File: config.mk
export PLATFORM = sky130hd
export DESIGN_NAME = snoop_bus_flat
export DESIGN_NICKNAME = d
export VERILOG_FILES = /design/src/rtl/snoop_bus_pkg.sv /design/src/rtl/snoop_bus_if.sv /design/src/rtl/snoop_bus_rr_arbiter.sv /design/src/rtl/snoop_bus.sv /design/src/flat_wrapper.sv
export SDC_FILE = /design/constraint.sdc
export NUM_CORES = 1
export LEC_CHECK = 0
export BUFFER_PORTS_ARGS = -buffer_cell sky130_fd_sc_hd__clkbuf_2
export CORE_UTILIZATION = 39
export DETAILED_ROUTE_END_ITERATION = 16
export PLACE_DENSITY = 0.71
export SYNTH_ARGS = -nofsm -noshare
export SYNTH_HDL_FRONTEND = slang
export SYNTH_SLANG_ARGS = --single-unit
File: constraint.sdc
create_clock -name clock -period 2.6 [get_ports clock]
set_input_delay 0.13 -clock clock [delete_from_list [all_inputs] [get_ports clock]]
set_output_delay 0.13 -clock clock [all_outputs]
set_load 0.005 [all_outputs]
File: src/rtl/snoop_bus_pkg.sv
// -----------------------------------------------------------------------------
// snoop_bus_pkg
// Shared definitions for the snooping bus controller: FSM state encoding,
// bus op encodings and default geometry (processor count, address and data
// widths). Imported by the interface, the arbiter and the top level.
// Optional feature macro used elsewhere: SNOOP_BUS_RR_EN (round-robin).
// -----------------------------------------------------------------------------
package snoop_bus_pkg;

   localparam int NPROC_DEF  = 3;
   localparam int ADDR_W_DEF = 5;
   localparam int DATA_W_DEF = 8;

   localparam logic OP_READ  = 1'b0;
   localparam logic OP_WRITE = 1'b1;

   typedef enum logic [2:0] {
      IDLE,
      SNOOP,
      WB,
      MEM,
      RESP
   } state_t;

endpackage

File: src/rtl/snoop_bus_if.sv
// -----------------------------------------------------------------------------
// snoop_bus_if
// Bundle of all bus-side signals of the snooping bus controller.
//   master : the controller (snoop_bus) -- receives requests, snoop replies and
//            memory read data; drives grant, snoop broadcast, memory port and
//            completion.
//   slave  : the processors plus memory around it (mirror directions).
// Per-processor fields are packed, processor p at [p*W +: W].
// -----------------------------------------------------------------------------
interface snoop_bus_if
   import snoop_bus_pkg::*;
#(
   parameter int NPROC  = NPROC_DEF,
   parameter int ADDR_W = ADDR_W_DEF,
   parameter int DATA_W = DATA_W_DEF
);

   // requests
   logic [NPROC-1:0]        req;
   logic [NPROC-1:0]        req_op;
   logic [NPROC*ADDR_W-1:0] req_addr;
   logic [NPROC*DATA_W-1:0] req_wdata;
   // snoop replies
   logic [NPROC-1:0]        snoop_hit;
   logic [NPROC-1:0]        snoop_abort;
   logic [NPROC*DATA_W-1:0] wb_data;
   // arbitration and snoop broadcast
   logic [NPROC-1:0]        grant;
   logic                    bus_valid;
   logic                    bus_op;
   logic                    bus_inv;
   logic [ADDR_W-1:0]       bus_addr;
   // synchronous memory port
   logic [ADDR_W-1:0]       mem_addr;
   logic                    mem_write;
   logic [DATA_W-1:0]       mem_wdata;
   logic [DATA_W-1:0]       mem_rdata;
   // completion
   logic [NPROC-1:0]        done;
   logic [DATA_W-1:0]       resp_data;
   logic                    resp_shared;

   modport master (
      input  req, req_op, req_addr, req_wdata,
      input  snoop_hit, snoop_abort, wb_data, mem_rdata,
      output grant, bus_valid, bus_op, bus_inv, bus_addr,
      output mem_addr, mem_write, mem_wdata,
      output done, resp_data, resp_shared
   );

   modport slave (
      output req, req_op, req_addr, req_wdata,
      output snoop_hit, snoop_abort, wb_data, mem_rdata,
      input  grant, bus_valid, bus_op, bus_inv, bus_addr,
      input  mem_addr, mem_write, mem_wdata,
      input  done, resp_data, resp_shared
   );

endinterface

File: src/rtl/snoop_bus_rr_arbiter.sv
// -----------------------------------------------------------------------------
// rr_arbiter
// Combinational arbiter: picks one requester, returns a one-hot grant.
//   req     in  NPROC  request vector
//   pointer in  PTR_W  first index searched (only with SNOOP_BUS_RR_EN)
//   grant   out NPROC  one-hot winner, zero when no request
// SNOOP_BUS_RR_EN defined : search starts at pointer and wraps.
// SNOOP_BUS_RR_EN undefined: fixed priority, lowest index wins.
// -----------------------------------------------------------------------------
module rr_arbiter
   import snoop_bus_pkg::*;
#(
   parameter int NPROC = NPROC_DEF
`ifdef SNOOP_BUS_RR_EN
 , parameter int PTR_W = (NPROC > 1) ? $clog2(NPROC) : 1
`endif
) (
   input  logic [NPROC-1:0] req,
`ifdef SNOOP_BUS_RR_EN
   input  logic [PTR_W-1:0] pointer,
`endif
   output logic [NPROC-1:0] grant
);

`ifdef SNOOP_BUS_RR_EN
   logic found;
   int   idx;

   // NOTE: every variable written in always_comb gets a default first so no
   // path leaves it unassigned, which would infer a latch.
   always_comb begin
      grant = '0;
      found = 1'b0;
      idx   = 0;
      for (int i = 0; i < NPROC; i++) begin
         idx = (int'(pointer) + i) % NPROC;
         if (!found && req[idx]) begin
            grant[idx] = 1'b1;
            found      = 1'b1;
         end
      end
   end
`else
   // Scan downward so the lowest requesting index is the last one written.
   always_comb begin
      grant = '0;
      for (int i = NPROC - 1; i >= 0; i--) begin
         if (req[i]) begin
            grant    = '0;
            grant[i] = 1'b1;
         end
      end
   end
`endif

endmodule

File: src/rtl/snoop_bus.sv
// -----------------------------------------------------------------------------
// snoop_bus
// Snooping bus controller for NPROC processors sharing a synchronous memory.
// One transaction at a time: IDLE (arbitrate) -> SNOOP (broadcast) ->
// [WB (write back Modified copy)] -> MEM (memory access) -> RESP (complete).
//   clock    in  rising-edge clock
//   reset_n  in  asynchronous active-low reset
//   bus      snoop_bus_if.master -- requests, snoop replies, memory port,
//            grant, broadcast and completion signals
// Macro SNOOP_BUS_RR_EN: round-robin arbitration with a priority pointer;
// undefined gives fixed lowest-index priority and no pointer register.
// -----------------------------------------------------------------------------
module snoop_bus
   import snoop_bus_pkg::*;
#(
   parameter int NPROC  = NPROC_DEF,
   parameter int ADDR_W = ADDR_W_DEF,
   parameter int DATA_W = DATA_W_DEF
) (
   input logic         clock,
   input logic         reset_n,
   snoop_bus_if.master bus
);

   state_t              state;
   logic [NPROC-1:0]    grant_q, done_q, arb_grant;
   logic                op_q, wb_seen, shared_q;
   logic [ADDR_W-1:0]   addr_q;
   logic [DATA_W-1:0]   wdata_q, fwd_data;
   logic                bus_valid_q, bus_op_q, bus_inv_q;
   logic [ADDR_W-1:0]   bus_addr_q, mem_addr_q;
   logic                mem_write_q, resp_shared_q;
   logic [DATA_W-1:0]   mem_wdata_q;

   logic                win_op;
   logic [ADDR_W-1:0]   win_addr;
   logic [DATA_W-1:0]   win_wdata, wb_sel;
   logic [NPROC-1:0]    hit_m, abort_m;

`ifdef SNOOP_BUS_RR_EN
   localparam int PTR_W = (NPROC > 1) ? $clog2(NPROC) : 1;
   logic [PTR_W-1:0] pointer, owner, win_idx;
`endif

   rr_arbiter #(.NPROC(NPROC)) u_arb (
      .req     (bus.req),
`ifdef SNOOP_BUS_RR_EN
      .pointer (pointer),
`endif
      .grant   (arb_grant)
   );

   // Fields of the arbitration winner.
   always_comb begin
      win_op    = OP_READ;
      win_addr  = '0;
      win_wdata = '0;
`ifdef SNOOP_BUS_RR_EN
      win_idx   = '0;
`endif
      for (int i = 0; i < NPROC; i++) begin
         if (arb_grant[i]) begin
            win_op    = bus.req_op[i];
            win_addr  = bus.req_addr[i*ADDR_W +: ADDR_W];
            win_wdata = bus.req_wdata[i*DATA_W +: DATA_W];
`ifdef SNOOP_BUS_RR_EN
            win_idx   = PTR_W'(i);
`endif
         end
      end
   end

   // The owner's own snoop reply says nothing about other copies.
   assign hit_m   = bus.snoop_hit   & ~grant_q;
   assign abort_m = bus.snoop_abort & ~grant_q;

   // Write-back source: lowest-index aborting processor.
   always_comb begin
      wb_sel = '0;
      for (int i = NPROC - 1; i >= 0; i--) begin
         if (abort_m[i]) wb_sel = bus.wb_data[i*DATA_W +: DATA_W];
      end
   end

   // Outputs are registered: each edge clears them and then loads the values
   // belonging to the state being entered.
   // NOTE: sequential state uses non-blocking assignments so every flop
   // samples pre-edge values regardless of statement order.
   always_ff @(posedge clock or negedge reset_n) begin
      if (!reset_n) begin
         state         <= IDLE;
         grant_q       <= '0;
         op_q          <= OP_READ;
         addr_q        <= '0;
         wdata_q       <= '0;
         fwd_data      <= '0;
         wb_seen       <= 1'b0;
         shared_q      <= 1'b0;
         bus_valid_q   <= 1'b0;
         bus_op_q      <= 1'b0;
         bus_inv_q     <= 1'b0;
         bus_addr_q    <= '0;
         mem_addr_q    <= '0;
         mem_write_q   <= 1'b0;
         mem_wdata_q   <= '0;
         done_q        <= '0;
         resp_shared_q <= 1'b0;
`ifdef SNOOP_BUS_RR_EN
         pointer       <= '0;
         owner         <= '0;
`endif
      end else begin
         bus_valid_q   <= 1'b0;
         bus_op_q      <= 1'b0;
         bus_inv_q     <= 1'b0;
         bus_addr_q    <= '0;
         mem_addr_q    <= '0;
         mem_write_q   <= 1'b0;
         mem_wdata_q   <= '0;
         done_q        <= '0;
         resp_shared_q <= 1'b0;
         case (state)
            IDLE: begin
               if (|bus.req) begin
                  grant_q     <= arb_grant;
                  op_q        <= win_op;
                  addr_q      <= win_addr;
                  wdata_q     <= win_wdata;
                  wb_seen     <= 1'b0;
                  bus_valid_q <= 1'b1;
                  bus_op_q    <= win_op;
                  bus_inv_q   <= win_op;
                  bus_addr_q  <= win_addr;
`ifdef SNOOP_BUS_RR_EN
                  owner       <= win_idx;
`endif
                  state       <= SNOOP;
               end
            end
            SNOOP: begin
               shared_q   <= |hit_m;
               mem_addr_q <= addr_q;
               if (|abort_m) begin
                  mem_write_q <= 1'b1;
                  mem_wdata_q <= wb_sel;
                  fwd_data    <= wb_sel;
                  wb_seen     <= 1'b1;
                  state       <= WB;
               end else begin
                  mem_write_q <= (op_q == OP_WRITE);
                  mem_wdata_q <= (op_q == OP_WRITE) ? wdata_q : '0;
                  state       <= MEM;
               end
            end
            WB: begin
               mem_addr_q  <= addr_q;
               mem_write_q <= (op_q == OP_WRITE);
               mem_wdata_q <= (op_q == OP_WRITE) ? wdata_q : '0;
               state       <= MEM;
            end
            MEM: begin
               done_q        <= grant_q;
               resp_shared_q <= shared_q;
               state         <= RESP;
            end
            RESP: begin
               grant_q <= '0;
`ifdef SNOOP_BUS_RR_EN
               pointer <= (owner == PTR_W'(NPROC - 1)) ? '0 : owner + 1'b1;
`endif
               state   <= IDLE;
            end
            default: state <= IDLE;
         endcase
      end
   end

   assign bus.grant       = grant_q;
   assign bus.bus_valid   = bus_valid_q;
   assign bus.bus_op      = bus_op_q;
   assign bus.bus_inv     = bus_inv_q;
   assign bus.bus_addr    = bus_addr_q;
   assign bus.mem_addr    = mem_addr_q;
   assign bus.mem_write   = mem_write_q;
   assign bus.mem_wdata   = mem_wdata_q;
   assign bus.done        = done_q;
   assign bus.resp_shared = resp_shared_q;

   // Memory read data only arrives during RESP, so resp_data is decoded from
   // the state register rather than loaded on the edge into RESP.
   assign bus.resp_data = (state != RESP)    ? '0       :
                          wb_seen            ? fwd_data :
                          (op_q == OP_READ)  ? bus.mem_rdata : '0;

endmodule

File: src/flat_wrapper.sv
// flat-port wrapper written by rule: the top's interface ports become plain ports
module snoop_bus_flat import snoop_bus_pkg::*;
#(
   parameter int NPROC  = NPROC_DEF,
   parameter int ADDR_W = ADDR_W_DEF,
   parameter int DATA_W = DATA_W_DEF
)
  (clock, reset_n, bus_req, bus_req_op, bus_req_addr, bus_req_wdata, bus_snoop_hit, bus_snoop_abort, bus_wb_data, bus_mem_rdata, bus_grant, bus_bus_valid, bus_bus_op, bus_bus_inv, bus_bus_addr, bus_mem_addr, bus_mem_write, bus_mem_wdata, bus_done, bus_resp_data, bus_resp_shared);
  snoop_bus_if #(.NPROC(NPROC), .ADDR_W(ADDR_W), .DATA_W(DATA_W)) bus_i ();
  input logic clock;
  input logic reset_n;
  input wire logic [$bits(bus_i.req)-1:0] bus_req;
  input wire logic [$bits(bus_i.req_op)-1:0] bus_req_op;
  input wire logic [$bits(bus_i.req_addr)-1:0] bus_req_addr;
  input wire logic [$bits(bus_i.req_wdata)-1:0] bus_req_wdata;
  input wire logic [$bits(bus_i.snoop_hit)-1:0] bus_snoop_hit;
  input wire logic [$bits(bus_i.snoop_abort)-1:0] bus_snoop_abort;
  input wire logic [$bits(bus_i.wb_data)-1:0] bus_wb_data;
  input wire logic [$bits(bus_i.mem_rdata)-1:0] bus_mem_rdata;
  output wire logic [$bits(bus_i.grant)-1:0] bus_grant;
  output wire logic [$bits(bus_i.bus_valid)-1:0] bus_bus_valid;
  output wire logic [$bits(bus_i.bus_op)-1:0] bus_bus_op;
  output wire logic [$bits(bus_i.bus_inv)-1:0] bus_bus_inv;
  output wire logic [$bits(bus_i.bus_addr)-1:0] bus_bus_addr;
  output wire logic [$bits(bus_i.mem_addr)-1:0] bus_mem_addr;
  output wire logic [$bits(bus_i.mem_write)-1:0] bus_mem_write;
  output wire logic [$bits(bus_i.mem_wdata)-1:0] bus_mem_wdata;
  output wire logic [$bits(bus_i.done)-1:0] bus_done;
  output wire logic [$bits(bus_i.resp_data)-1:0] bus_resp_data;
  output wire logic [$bits(bus_i.resp_shared)-1:0] bus_resp_shared;
  assign bus_i.req = bus_req;
  assign bus_i.req_op = bus_req_op;
  assign bus_i.req_addr = bus_req_addr;
  assign bus_i.req_wdata = bus_req_wdata;
  assign bus_i.snoop_hit = bus_snoop_hit;
  assign bus_i.snoop_abort = bus_snoop_abort;
  assign bus_i.wb_data = bus_wb_data;
  assign bus_i.mem_rdata = bus_mem_rdata;
  assign bus_grant = bus_i.grant;
  assign bus_bus_valid = bus_i.bus_valid;
  assign bus_bus_op = bus_i.bus_op;
  assign bus_bus_inv = bus_i.bus_inv;
  assign bus_bus_addr = bus_i.bus_addr;
  assign bus_mem_addr = bus_i.mem_addr;
  assign bus_mem_write = bus_i.mem_write;
  assign bus_mem_wdata = bus_i.mem_wdata;
  assign bus_done = bus_i.done;
  assign bus_resp_data = bus_i.resp_data;
  assign bus_resp_shared = bus_i.resp_shared;
  snoop_bus #(.NPROC(NPROC), .ADDR_W(ADDR_W), .DATA_W(DATA_W)) u_core (.clock(clock), .reset_n(reset_n), .bus(bus_i));
endmodule
# ---- After elaboration in Yosys (flattened, before gate mapping)
# Cells that the tools add are included.
dict set report totals {
  register_bits 55
  inputBits 85
  out_inout_bits 37
  wordCells 77
}
dict set report classes {
  n_eq_ne 7
  muxes 40
  bitwise 3
  reduce_logical 11
}
# op n
set ops {}
lappend ops {{$mux W8} 11}
lappend ops {{$mux W5} 6}
lappend ops {{$mux W3} 6}
lappend ops {{$pmux W8 S2} 1}
lappend ops {{$mux W1} 12}
lappend ops {{$pmux W3 S4} 1}
lappend ops {{$reduce_or A3 Y1} 3}
lappend ops {{$and A3 B3 Y3} 2}
lappend ops {{$eq A3 B2 Y1 const B} 2}
lappend ops {{$pmux W3 S2} 1}
lappend ops {{$reduce_and A2 Y1} 3}
lappend ops {{$ne A2 B1 Y1 const B} 2}
lappend ops {{$pmux W1 S2} 2}
lappend ops {{$reduce_bool A2 Y1} 2}
lappend ops {{$eq A3 B1 Y1 const B} 1}
lappend ops {{$eq A3 B3 Y1 const B} 1}
lappend ops {{$logic_not A3 Y1} 1}
lappend ops {{$ne A3 B3 Y1 const B} 1}
lappend ops {{$not A3 Y3} 1}
lappend ops {{$reduce_and A3 Y1} 1}
lappend ops {{$reduce_or A2 Y1} 1}

# ---- Logic depth before layout (Yosys ltp)
# Gate-level depths: netlist of run 1.
dict set report logic_depth {
  word_depth 8
  depth_mapped 6
  mapped_depth_nobuf 5
}

# ---- Hierarchy
# From an unflattened synthesis of run 1, not the netlist that was laid out.
dict set report hier_totals {
  cells_unflattened 263
  hier_area_um2 2657.5
}
# mod n_inst cells_per_inst area_per_inst_um2 seq_area_each_um2
set modules_own_cells {}
lappend modules_own_cells {snoop_bus 1 260 2631.3 1376.3}
lappend modules_own_cells {rr_arbiter 1 3 26.3 0.0}

# ---- Least setup slack after synthesis of run 1
# No wires, ideal clock.
dict set report synth_path {
  kind {register to register}
  start {reg u_core.grant_q[2], in the netlist u_core.bus.grant[2]}
  end {reg u_core.mem_wdata_q[0], in the netlist u_core.bus.mem_wdata[0]}
  setup_ns 0.118
  arrival_ns 1.336
  required_ns 2.482
  setup_slack_ns 1.146
  stages_incl_launch_ff 6
  n_path_buf 1
  synth_period_minus_slack_ns 1.454
  cell_sequence {dfrtp_1 and2b_1 buf_6 o31ai_4 a211oi_1 a21o_1}
}
dict set report synth_between {
  elab_chain_cells 7
  word_cells_on_any_way 8
  classes_between {mux: 5; bitwise: 2; reduce/logical: 1}
}
# element line
set synth_rtl {}
lappend synth_rtl {{from (decl)} snoop_bus.sv:26} ;# logic [NPROC-1:0] grant_q, done_q, arb_grant;
lappend synth_rtl {{from (signal assigned)} snoop_bus.sv:125} ;# grant_q <= arb_grant;
lappend synth_rtl {{$not A3 Y3 (*)} snoop_bus.sv:75} ;# assign abort_m = bus.snoop_abort & ~grant_q;
lappend synth_rtl {{$and A3 B3 Y3 (*)} snoop_bus.sv:75}
lappend synth_rtl {{$mux W8 (3 in series)} snoop_bus.sv:81} ;# if (abort_m[i]) wb_sel = bus.wb_data[i*DATA_W +: DATA_W];
lappend synth_rtl {{$mux W8 (*)} snoop_bus.sv:143} ;# if (|abort_m) begin
lappend synth_rtl {{$pmux W8 S2 (*)} snoop_bus.sv:122} ;# case (state)
lappend synth_rtl {{to (signal assigned)} snoop_bus.sv:145} ;# mem_wdata_q <= wb_sel;
lappend synth_rtl {{to (signal assigned)} snoop_bus.sv:151} ;# mem_wdata_q <= (op_q == OP_WRITE) ? wdata_q : '0;
lappend synth_rtl {{to (signal assigned)} snoop_bus.sv:158} ;# mem_wdata_q <= (op_q == OP_WRITE) ? wdata_q : '0;
lappend synth_rtl {{to (decl)} snoop_bus.sv:33} ;# logic [DATA_W-1:0] mem_wdata_q;
# Every way passes the cells marked *; elsewhere a longest branch is shown, timed or not.
# A chain may end at the register's enable or synchronous reset.

# ---- Worst setup path after layout of run 1
dict set report layout_path {
  start {reg u_core.grant_q[2], in the netlist u_core.bus.grant[2]}
  end {reg u_core.fwd_data[0]}
}
dict set report layout_between {
  elab_chain_cells 5
  word_cells_on_any_way 7
  classes_between {mux: 3; bitwise: 2; reduce/logical: 2}
}
# element line
set layout_rtl {}
lappend layout_rtl {{$not A3 Y3 (*)} snoop_bus.sv:75}
lappend layout_rtl {{$and A3 B3 Y3 (*)} snoop_bus.sv:75}
lappend layout_rtl {{$mux W8 (3 in series)} snoop_bus.sv:81}
lappend layout_rtl {{to (signal assigned)} snoop_bus.sv:146} ;# fwd_data <= wb_sel;
lappend layout_rtl {{to (decl)} snoop_bus.sv:29} ;# logic [DATA_W-1:0] wdata_q, fwd_data;
# Marked as above.

==> run metrics, run 1 <==
status=completed; CTS tree=done; Buf/Inv on CP=0; total gr overflow=0; Max rail drop VDD=454 uV; antenna cells=0; Mapped Cells=254; FF/Latch Area=1380 um^2; switching power=0.00127 W; Leak=1.79 nW; largest net degree at the start of global routing=56; max-cap violations=0; Die ar.=6990 um^2; startpoint types=flop; Final Critical Period=1.91 ns; EDFF count, synth=0; Rel. slew slack=47.6%; Final GP Congestion=0.886; top-count cell post-synth=dfrtp_1; num rows=29; Post-CTS Setup Bufs=0; Crit Path Category=flop to flop; H-tree Lvls=2; Max Root-Sink Buffers=2; Yosys reg bits=55; Worst R2R End=u_core.fwd_data[0]; clk sink count=55; DR DRC count=0; IO Pins=122; routed vias/inst=5.26; Final period util=73.5%; CTS Root Cell=clkbuf_8; clk_skew=0.0103 ns; share of post-route cells with drive strength above 1=37.6%; Post-synth top flop=dfrtp_1; Synth warnings=0; synth cell count leaders=55 x dfrtp_1, 21 x nand2_1, 20 x nor2_1; HPWL after detailed placement=4990 um; cell count of the worst hold path=3; crit-path max FO=18; core footprint=6390 um^2; Design Area, Final=3360 um^2; top-area cell type share of the netlist area=53.0%; initial antenna violation count=0; Flop pwr share=44.3%; TritonCTS Buffers=5; kind of cell adding the most delay to the critical path=compound AO/OA/AOI/OAI gates; Synth area leader=dfrtp_1; placed inst area=3250 um^2; share of the core filled with cells=52.7%; Cell variety after synth=34; antenna viol nets, final=0; RSZ-0062 raised after global routing=no; Syn Area/Cell=10.2 um^2; worst hold path class=input port to flop; WHS=0.0971 ns; Nets=455; cell area power density=1000 nW/um^2; DRT iter0 DRCs=114; CP endpoint kind=flop; # port buffers=121; worst r2r src=u_core.bus.grant[2]; total number of vias=2351; Design Power=0.00337 W; Area growth syn-to-layout=29.5%; hold path endpoint=u_core.bus.bus_addr[1]; Post-Syn Nets=339; final setup TNS=0 ns; ys async rst share=100%; final hold vios=0; number of global-route vias before repair=2203; Critical-path top delay cell=o31ai_4; post-cts sizing count=0; GRT Total Usage=19.4%; TritonRoute pass-1 iters=4; Slew Viols, Final=0; Register-to-Register Setup Slack=0.69 ns; crit path DAT=2.10 ns; sw frac=37.7%; Clock Power Share=16.1%; Worst EP required=2.79 ns; fmax=524 MHz; worst min-delay path startpoint=bus_req_addr[1]; R2R cell count=4; Reg clk slew, reported paths=0.09 ns; DRT Wirelength=6670 um; width of the die=83.6 um; Initial Util=40.7%; Worst Tran Pin Value=0.786 ns; setup violators final=0; Mapped Area=2600 um^2; sequential area share after synthesis=53.0%; combinational share of power=39.5%; synth top area cells=dfrtp_1 53%, a221oi_1 4.7%, a21o_1 4.3%; footprint of the multi-input gates=1110 um^2; WL per Instance=14.9 um; worst skew pair latency=0.30 ns; first-pass GRT wire length=10700 um; CP peak stage delay=0.70 ns; Layout fillers=606; Die H=83.6 um; CP Cell Sequence=and2b_1 -> o31ai_4 -> a211oi_1 -> a21o_1; cell internal pwr=0.00210 W
[routing by layer]
| layer | vias up | global-route usage (%) | part of all wire, % |
|---|---|---|---|
| met1 | 1094 | 27.8 | 46 |
| met4 | 0 | 6.01 | 1.8 |
| met2 | 102 | 30.5 | 47 |
| li1 | 1145 | - | - |
| met3 | 10 | 3.07 | 5.4 |
| met5 | - | 0 | 0 |
[layout by cell type (no fill, tap or decap), drive strengths merged, types with 9 or more instances in the layout]
master | netlist | routed
a221oi | 14 | 14
o31ai | 11 | 11
and2 | 9 | 9
nand3 | 12 | 12
clkbuf | 6 | 127
dfrtp | 55 | 55
nand2 | 21 | 21
a21oi | 17 | 17
nor2 | 20 | 20
a21o | 15 | 15
nor2b | 18 | 18
[kinds of logic (layout without fill, tap and decap cells)]
| group | after synthesis | in the layout | synth area share, % |
|---|---|---|---|
| buffers and inverters | 24 | 140 | 4.63 |
| and+or+nand+nor | 97 | 97 | 19.3 |
| AOI/OAI and AO/OA | 78 | 78 | 23.1 |
| DFF | 55 | 55 | 53.0 |
[final cells by class]
cell class              count  area share [%]
clock inverters             1           0.893
inverters                   5           0.558
repair buffers            128            19.6
well taps                  77            2.86
clock buffers               6            2.16
multi-input cells         175            33.0
flip-flops and latches     55            40.9
[through the flow]
step / cells / worst slack, ns
2_1_floorplan: 254 / 1.15
6_report: 447 / 0.690
3_5_place_dp: 439 / 0.677
5_1_grt: 447 / 0.532
3_3_place_gp: 439 / 0.743
4_1_cts: 447 / 0.673
[registers in the layout (all words and copies together) (netlist names)]
| signal | count |
|---|---|
| u_core.addr_q | 5 |
| u_core.bus.done | 3 |
| u_core.wdata_q | 8 |
| u_core.bus.mem_addr | 5 |
| u_core.bus.bus_addr | 5 |
| u_core.bus.resp_shared | 1 |
| u_core.bus.bus_op | 1 |
| u_core.bus.mem_wdata | 8 |
| u_core.bus.mem_write | 1 |
| u_core.op_q | 1 |
| u_core.wb_seen | 1 |
| u_core.fwd_data | 8 |
| u_core.bus.bus_valid | 1 |
| u_core.shared_q | 1 |
| u_core.state | 3 |
| u_core.bus.grant | 3 |
[repair_timing]
item                                    4_1_cts  5_1_grt
hold buffers                                  1        0
hold endpoints to repair                     55        0
endpoints found under the setup margin        0        0
[power groups by stage]
stage          registers [W]  clock network (W)  logic, W
2_1_floorplan        0.00140                  0  0.000937
3_3_place_gp         0.00150                  0   0.00129
3_5_place_dp         0.00151                  0   0.00134
4_1_cts              0.00149           0.000556   0.00135
5_1_grt              0.00154           0.000588   0.00149
6_report             0.00149           0.000543   0.00133
[worst register-to-register path, cell delays in order, from the launching register on]
cell      delay (ns)
dfrtp_1         0.40
and2b_1         0.35
o31ai_4         0.70
a211oi_1        0.16
a21o_1          0.20
[worst max-delay path by stage]
stage                              from                       to  slack, ns  cells after the start
CTS                 u_core.bus.grant[2]       u_core.fwd_data[0]       0.67                      4
floorplan           u_core.bus.grant[2]  u_core.bus.mem_wdata[0]       1.15                      5
detailed placement  u_core.bus.grant[2]       u_core.fwd_data[0]       0.68                      4
finish              u_core.bus.grant[2]       u_core.fwd_data[0]       0.69                      4
global route        u_core.bus.grant[2]       u_core.fwd_data[0]       0.53                      4
global placement    u_core.bus.grant[2]       u_core.fwd_data[6]       0.74                      4
Note: power is estimated with default switching activity, not from simulation.
==> inputs of run 2 (changes only) <==
==> constraint.sdc (replaced) <==
create_clock -name clock -period 1.8 [get_ports clock]
set_input_delay 0.09 -clock clock [delete_from_list [all_inputs] [get_ports clock]]
set_output_delay 0.09 -clock clock [all_outputs]
set_load 0.005 [all_outputs]
==> run 2 against run 1 <==
Worst hold slack got worse by 0.044 ns; clock power increased by 24%; first-iteration DRC count decreased by 7.9%; sequential power increased by 40%; combinational power increased by 62%; critical endpoint is now u_core.bus.mem_wdata[6]; highest routed layer unchanged.
==> run metrics, run 2 (synthesis results as in run 1) <==
status=completed; WL per Instance=14.9 um (about the same); Reg clk slew, reported paths=0.10 ns (about the same); Post-CTS Setup Bufs=0 (unchanged); total gr overflow=0 (unchanged); leading cell types in the layout, fill and taps excluded=121 x clkbuf_2, 55 x dfrtp_1, 21 x nand2_1; share of the core filled with cells=53.7% (+1.1 points); total number of vias=2388 (+1.6%); Setup WS post-layout=0.0645 ns (-0.626 ns); most common cell after layout, fill and taps aside=clkbuf_2; GRT Total Usage=19.9% (+0.46 points); Design Area, Final=3430 um^2 (+2.0%); HPWL after detailed placement=5150 um (+3.2%); initial antenna violation count=0 (unchanged); antenna cells=0 (unchanged); final hold vios=0 (unchanged); Area growth syn-to-layout=32.1%; Rel. slew slack=29.1% (-19 points); worst skew pair latency=0.31 ns (about the same); Slew Viols, Final=0 (unchanged); cell area power density=1430 nW/um^2 (+43%); DP Worst Slack=0.0640 ns (-0.613 ns); DRT iter0 DRCs=105 (-7.9%); IO Pins=122 (unchanged); Worst EP required=2.05 ns (-0.74 ns); dpl cells=449 (+2.3%); CTS tree=done; Die H=83.6 um (unchanged); crit-path max FO=16 (-2); largest net degree at the start of global routing=33 (-41%); Die ar.=6990 um^2 (unchanged); # port buffers=121 (unchanged); placed inst area=3330 um^2 (+2.3%); Initial Util=40.7% (unchanged); DRT Wirelength=6830 um (+2.5%); TritonRoute pass-1 iters=4 (unchanged); share of post-route cells with drive strength above 1=39.9% (+2.3 points); DR DRC count=0 (unchanged); core footprint=6390 um^2 (unchanged); max-cap violations=0 (unchanged); Final Critical Period=1.74 ns (-0.174 ns); Max Root-Sink Buffers=2 (unchanged); Worst Tran Pin Value=1.06 ns (+0.278 ns); width of the die=83.6 um (unchanged); first-pass GRT wire length=11000 um (+3.0%); RSZ-0062 raised after global routing=yes; number of global-route vias before repair=2261 (+2.6%); clk sink count=55 (unchanged); startpoint types=flop; worst hold path class=input port to flop; Crit Path Category=flop to flop; Leak=1.83 nW (+2.3%); Critical-path top delay cell=dfrtp_1; CP Cell Sequence=nor3b_2 -> o31ai_4 -> a211oi_1 -> a21o_1; Final GP Congestion=0.790 (-11%); antenna viol nets, final=0 (unchanged); Max rail drop VDD=663 uV (+46%); num rows=29 (unchanged); CP endpoint kind=flop; setup violators final=0 (unchanged); CP peak stage delay=0.47 ns (-0.23 ns); Post-Layout Cell Count=458 (+2.5%); Nets=465 (+2.2%); H-tree Lvls=2 (unchanged); TritonCTS Buffers=5 (unchanged); fmax=576 MHz (+10%); routed vias/inst=5.21 (-0.87%); crit path DAT=1.99 ns (-0.11 ns); clk_skew=0.00540 ns (-0.00493 ns); CTS Root Cell=clkbuf_8; Final period util=96.4% (+23 points)
-- run 2: final cells by class --
type / count / area [um^2]
inverters: 5 / 18.8
fillers: 592 / 2960
clock buffers: 6 / 72.6
repair buffers: 138 / 736
clock inverters: 2 / 12.5
well taps: 77 / 96.3
flip-flops and latches: 55 / 1380
multi-input cells: 175 / 1120
-- run 2: critical path: cells and delay by family, from the launching register on --
family | cells | cell delay (ns)
AND/OR/NAND/NOR | 1 | 0.38
flip-flops | 1 | 0.47
AO/OA/AOI/OAI | 3 | 0.83
-- run 2: final timing paths --
kind	endpoint	slack, ns	cells after the start	startpoint
min in group asynchronous	u_core.bus.mem_addr[1]	0.28	2	reset_n
max	u_core.bus.mem_wdata[6]	0.06	4	u_core.state[2]
min reg2reg	u_core.addr_q[1]	0.47	1	u_core.addr_q[1]
min	u_core.bus.bus_addr[1]	0.05	3	bus_req_addr[1]
max reg2reg	u_core.bus.mem_wdata[6]	0.06	4	u_core.state[2]
max in group asynchronous	u_core.wdata_q[6]	0.87	3	reset_n
-- run 2: metal layers --
metal / wire length, um / vias up / global-route usage, %
li1: - / 1160 / -
met1: 3170 / 1125 / 28.9
met2: 3220 / 97 / 30.8
met3: 382 / 6 / 3.66
met4: 62 / 0 / 5.08
met5: 0 / - / 0
-- run 2: repair_timing --
item,CTS,global route
hold buffers,1,0
gates resized for setup,0,2
setup endpoints to repair,0,8
hold endpoints to repair,19,0
-- run 2: metrics by stage --
step	power [W]	TNS, ns	hold slack (ns)
5_1_grt	0.00527	-0.0794	0.0637
2_1_floorplan	0.00337	0	-0.206
4_1_cts	0.00493	0	0.0453
6_report	0.00491	0	0.0531
3_5_place_dp	0.00426	0	0.0889
3_3_place_gp	0.00418	0	0.0781
-- run 2: power breakdown --
| part | leakage (nW) | switching, W | internal (W) |
|---|---|---|---|
| Clock | 0.0412 | 0.000402 | 0.000273 |
| Combinational | 1.08 | 0.00116 | 0.000991 |
| Sequential | 0.708 | 0.000330 | 0.00176 |
| Total | 1.83 | 0.00189 | 0.00302 |
